==> src/rtl/sm83_idu_pkg.sv <==
// Shared types for the sequential SM83 IDU: operation codes, FSM states and
// the carry-in rule that distinguishes a real increment/decrement from a pass.
package sm83_idu_pkg;

    typedef enum logic [1:0] {
        IDU_PASS = 2'b00,
        IDU_INC  = 2'b01,
        IDU_DEC  = 2'b10,
        IDU_RSVD = 2'b11
    } idu_op_t;

    typedef enum logic [1:0] {
        IDLE = 2'b00,
        CALC = 2'b01,
        DONE = 2'b10
    } idu_state_t;

    // Inc/dec inject a 1 into slice 0; pass and the reserved code inject nothing.
    function automatic logic op_cin(idu_op_t op);
        return (op == IDU_INC) || (op == IDU_DEC);
    endfunction

endpackage

==> src/rtl/sm83_idu_slice.sv <==
// One SLICE-bit increment/decrement step with carry/borrow out.
module sm83_idu_slice #(
    parameter int SLICE = 4
) (
    input  logic [SLICE-1:0] slice,
    input  logic             dec,
    input  logic             cin,
    output logic [SLICE-1:0] result,
    output logic             cout
);

    always_comb begin
        result = dec ? (slice - SLICE'(cin)) : (slice + SLICE'(cin));
        // Ripple only when the slice saturates in the direction of travel.
        cout   = cin & (dec ? (slice == '0) : (&slice));
    end

endmodule

==> src/rtl/sm83_idu_seq.sv <==
// Sequential IDU: inc/dec/pass on a WIDTH-bit operand, one SLICE-bit slice per clock.
// Build option: define SM83_IDU_SEQ_EARLY_EXIT_EN to stop as soon as the carry dies out.
module sm83_idu_seq
    import sm83_idu_pkg::*;
#(
    parameter int WIDTH = 16,
    parameter int SLICE = 4
) (
    input  logic             clk,
    input  logic             nreset,
    input  logic             req_valid,
    output logic             req_ready,
    input  logic [1:0]       req_op,
    input  logic [WIDTH-1:0] req_operand,
    output logic             rsp_valid,
    input  logic             rsp_ready,
    output logic [WIDTH-1:0] rsp_result,
    output logic             rsp_wrap,
    output logic             busy
);

    localparam int NSLICE = WIDTH / SLICE;
    localparam int KW     = (NSLICE > 1) ? $clog2(NSLICE) : 1;
    localparam logic [KW-1:0] KLAST = KW'(NSLICE - 1);

`ifdef SM83_IDU_SEQ_EARLY_EXIT_EN
    localparam logic EARLY_EXIT = 1'b1;
`else
    localparam logic EARLY_EXIT = 1'b0;
`endif

    if ((SLICE < 1) || (WIDTH < SLICE) || ((WIDTH % SLICE) != 0)) begin : g_bad_cfg
        $fatal(1, "sm83_idu_seq: WIDTH must be a non-zero multiple of SLICE");
    end

    idu_state_t       state, state_nx;
    idu_op_t          op_q;
    logic [WIDTH-1:0] res;
    logic [KW-1:0]    k;
    logic             carry;
    logic             wrap;
    logic [SLICE-1:0] cur_slice;
    logic [SLICE-1:0] new_slice;
    logic             cout;
    logic             last;
    logic             finish;

    assign cur_slice = res[k*SLICE +: SLICE];

    sm83_idu_slice #(.SLICE(SLICE)) u_slice (
        .slice  (cur_slice),
        .dec    (op_q == IDU_DEC),
        .cin    (carry),
        .result (new_slice),
        .cout   (cout)
    );

    assign last   = (k == KLAST);
    assign finish = last | (EARLY_EXIT & ~cout);

    always_ff @(posedge clk or negedge nreset) begin
        if (!nreset) state <= IDLE;
        else         state <= state_nx;
    end

    always_comb begin
        state_nx = state;
        case (state)
            IDLE:    if (req_valid) state_nx = CALC;
            CALC:    if (finish)    state_nx = DONE;
            DONE:    if (rsp_ready) state_nx = IDLE;
            default: state_nx = IDLE;
        endcase
    end

    // Operand register doubles as the result register; slices are rewritten in place.
    always_ff @(posedge clk or negedge nreset) begin
        if (!nreset) begin
            res   <= '0;
            op_q  <= IDU_PASS;
            k     <= '0;
            carry <= 1'b0;
            wrap  <= 1'b0;
        end else begin
            case (state)
                IDLE: begin
                    if (req_valid) begin
                        res   <= req_operand;
                        op_q  <= idu_op_t'(req_op);
                        k     <= '0;
                        carry <= op_cin(idu_op_t'(req_op));
                        wrap  <= 1'b0;
                    end
                end
                CALC: begin
                    res[k*SLICE +: SLICE] <= new_slice;
                    carry                 <= cout;
                    wrap                  <= last ? cout : 1'b0;
                    if (!finish) k <= k + 1'b1;
                end
                default: ;
            endcase
        end
    end

    assign req_ready  = (state == IDLE);
    assign rsp_valid  = (state == DONE);
    assign busy       = (state == CALC) || (state == DONE);
    assign rsp_result = res;
    assign rsp_wrap   = wrap;

endmodule

==> config.mk <==
export PLATFORM = sky130hd
export DESIGN_NAME = sm83_idu_seq
export DESIGN_NICKNAME = d
export VERILOG_FILES = /design/src/rtl/sm83_idu_pkg.sv /design/src/rtl/sm83_idu_slice.sv /design/src/rtl/sm83_idu_seq.sv
export SDC_FILE = /design/constraint.sdc
export NUM_CORES = 1
export LEC_CHECK = 0
export CAP_MARGIN = 20
export CORE_MARGIN = 1
export CORE_UTILIZATION = 48
export CTS_CLUSTER_DIAMETER = 40
export CTS_CLUSTER_SIZE = 25
export DETAILED_ROUTE_END_ITERATION = 10
export PLACE_DENSITY = 0.8
export SYNTH_ARGS = -nofsm -noshare
export SYNTH_HDL_FRONTEND = slang
export SYNTH_SLANG_ARGS = --single-unit
==> constraint.sdc <==
create_clock -name clk -period 3.35 [get_ports clk]
set_clock_uncertainty 0.05 [all_clocks]
set_input_delay 0.335 -clock clk [delete_from_list [all_inputs] [get_ports clk]]
set_output_delay 0.335 -clock clk [all_outputs]
set_load 0.01 [all_outputs]
==> flow_metrics.env <==
export IMPL_status="complete, no violations"
export IMPL_cts_repair_resized=0
export IMPL_cts_tree="built"
export IMPL_setup_ws_ns=0.4993
export IMPL_diodes=0
export IMPL_reg2reg_to="rsp_result[7]$_DFFE_PN0P_"
export IMPL_syn_inst=162
export IMPL_core_area_um2=3053
export IMPL_grt_setup_unrepaired="false"
export IMPL_place_ws_ns=0.5605
export IMPL_yosysUniqueCellTypes=37
export IMPL_drt_iter0_drc=91
export IMPL_leakage_nw=0.8714
export IMPL_synth_top_area_frac=0.3865
export IMPL_synth_top_family_by_area="compound AO/OA/AOI/OAI gates"
export IMPL_overflow=0
export IMPL_wl_met3_um=210
export IMPL_cts_root_buf="clkbuf_4"
export IMPL_grt_max_degree=25
export IMPL_regToRegStartpoint="k[0]$_DFFE_PN0P_"
export IMPL_clkTransAtPathRegs_ns=0.14
export IMPL_syn_area_um2=1554
export IMPL_synth_simple_area_share=0.1361
export IMPL_cts_hold_buf=0
export IMPL_p_sw_w=0.001020
export IMPL_first_global_vias=1329
export IMPL_tightest_slew_ns=0.6635
export IMPL_setup_viol=0
export IMPL_placed_cells=242
export IMPL_crit_family="compound AO/OA/AOI/OAI gates"
export IMPL_antenna_found_initial=0
export IMPL_critPathLaunchType="flip-flop"
export IMPL_fin_nets=237
export IMPL_synth_largest_area_cell="dfrtp_1"
export IMPL_ys_seq_area_frac=0.3865
export IMPL_period_needed_ns=2.851
export IMPL_synth_ff_type="dfrtp_1"
export IMPL_stdcell_area_um2=2039
export IMPL_swShare=0.4531
export IMPL_fillers=257
export IMPL_ys_warn_count=0
export IMPL_ant_nets=0
export IMPL_p_comb_frac=0.680
export IMPL_synthTopCellsByCount="a21oi_1, dfrtp_1, nor2_1"
export IMPL_worst_setup_path_end_kind="flip-flop"
export IMPL_syn_to_final_growth_pct=31.24
export IMPL_wl_um=3919
export IMPL_crit_buf_inv=0
export IMPL_num_io_pins=42
export IMPL_crit_top_cell="a21oi_1"
export IMPL_cts_buffers=3
export IMPL_drc=0
export IMPL_synth_compound_area_frac=0.2093
export IMPL_worstPathMaxFanout=16
export IMPL_dieHeight_um=58.90
export IMPL_internal_power_w=0.001231
export IMPL_synth_seq_cells=24
export IMPL_dieWidth_um=58.90
export IMPL_p_per_area_nw_per_um2=1103
export IMPL_htreeDepth=1
export IMPL_drive_above_1_share=0.07426
export IMPL_ys_top_cells_by_area="dfrtp_1, a21oi_1, ha_1, nor2_1, mux4_1"
export IMPL_hpwl_um=3017
export IMPL_synth_edf_count=0
export IMPL_r2r_cells=7
export IMPL_place_area_um2=1992
export IMPL_gp_congestion=0.8521
export IMPL_max_slew_margin=0.5572
export IMPL_maxSlewViolCount=0
export IMPL_clock_power_share=0.059
export IMPL_multi_input_area_um2=880.8
export IMPL_vias=1411
export IMPL_crit_required_ns=3.55
export IMPL_wl_met1_um=1689
export IMPL_slowest_delay_ns=0.68
export IMPL_cts_setup_buffers=0
export IMPL_top_layer="met4"
export IMPL_max_freq_ghz=0.3508
export IMPL_cts_path_max_buffers=2
export IMPL_register_area_um2=600.6
export IMPL_synth_nets=195
export IMPL_grt_pass1_wl_um=6134
export IMPL_port_buffers=41
export IMPL_drv_cap=0
export IMPL_rows=20
export IMPL_die_area_um2=3469
export IMPL_synth_most_common_cell="a21oi_1"
export IMPL_met2_wirelength_um=1967
export IMPL_avgSynthCellArea_um2=9.593
export IMPL_drtPass1Iterations=5
export IMPL_timing_hold_ws_ns=0.1625
export IMPL_wire_per_inst_um=15.93
export IMPL_clock_latency_ns=0.32
export IMPL_period_share=0.8510
export IMPL_synth_xor_area_frac=0.02576
export IMPL_synth_fa_ha_area_frac=0.09340
export IMPL_vdd_drop_max_mv=0.4652
export IMPL_cts_sinks=24
export IMPL_path_class="reg2reg"
export IMPL_async_reset_ff_frac=1.000
export IMPL_fin_cells=246
export IMPL_crit_path_top_delay_cell="dfrtp_1"
export IMPL_cp_arrival_ns=3.05
export IMPL_crit_chain="mux4_1 -> ha_1 -> a21oi_1 -> o21a_1 -> xnor3_1 -> a2bb2oi_1 -> a21oi_1"
export IMPL_track_usage=0.2363
export IMPL_hp_class="in2async"
export IMPL_r2r_slack_ns=0.50
export IMPL_avgViaCountPerCell=5.736
export IMPL_p_seq_frac=0.262
export IMPL_start_util=0.5090
export IMPL_setup_tns_ns=0
export IMPL_hold_violations=0
export IMPL_synthMuxAreaShare=0.1023
## logic make-up (layout without fill, tap and decap cells)
kind of cell | after synthesis | after routing
flip-flops | 24 | 24
AO/OA/AOI/OAI | 50 | 50
buffers and inverters | 17 | 57
multiplexers | 10 | 10
AND/OR/NAND/NOR | 47 | 47
adder cells (fa/ha/maj) | 11 | 11
XOR/XNOR | 3 | 3
## power by group through the flow
stage / combinational (W) / sequential, W / clock (W)
3_3_place_gp: 0.00145 / 0.000588 / 0
4_1_cts: 0.00152 / 0.000588 / 0.000132
2_1_floorplan: 0.00100 / 0.000580 / 0
5_1_grt: 0.00167 / 0.000606 / 0.000143
6_report: 0.00153 / 0.000589 / 0.000132
3_5_place_dp: 0.00151 / 0.000597 / 0
## layer usage
metal  global-route usage  up-vias
met3              0.01978        6
met2               0.3831       56
met4              0.09524        0
met1               0.3272      686
met5                    0        -
li1                     -      663
## cell type report
type	count	area share
tap	44	0.02699
clock buffer	3	0.01104
sequential	24	0.2945
timing repair buffer	42	0.2135
inverter	12	0.02209
multi-input combinational	121	0.4319
## placed cells by master (no fill, tap or decap), types with 4 or more instances in the layout
cell type        instances
ha_1                    10
mux2_2                   4
nor2_1                  23
a2bb2oi_1                8
nand2_1                  9
dfrtp_1                 24
clkdlybuf4s50_1         41
inv_1                   12
a21oi_1                 28
## registers in the layout (all words and copies together), names as in the netlist
signal and count:
rsp_wrap 1, k 2, op_q 2, state 2
rsp_result 16, carry 1
## worst max path at each step
| stage | start | to | slack (ns) | cells past startpoint |
|---|---|---|---|---|
| 2_1_floorplan | k[0]$_DFFE_PN0P_ | rsp_result[3]$_DFFE_PN0P_ | 1.03 | 7 |
| 3_3_place_gp | k[0]$_DFFE_PN0P_ | rsp_result[11]$_DFFE_PN0P_ | 0.75 | 7 |
| 3_5_place_dp | k[0]$_DFFE_PN0P_ | rsp_result[7]$_DFFE_PN0P_ | 0.56 | 7 |
| 4_1_cts | k[0]$_DFFE_PN0P_ | rsp_result[7]$_DFFE_PN0P_ | 0.52 | 7 |
| 5_1_grt | k[0]$_DFFE_PN0P_ | rsp_result[3]$_DFFE_PN0P_ | 0.32 | 7 |
| 6_report | k[0]$_DFFE_PN0P_ | rsp_result[7]$_DFFE_PN0P_ | 0.50 | 7 |
## through the flow
| stage | total power (W) | utilization |
|---|---|---|
| floorplan | 0.001583 | - |
| global placement | 0.002040 | 0.6525 |
| detailed placement | 0.002108 | 0.6525 |
| CTS | 0.002237 | 0.6598 |
| global route | 0.002418 | 0.6680 |
| finish | 0.002250 | 0.6680 |
(Power assumes the default switching activity.)
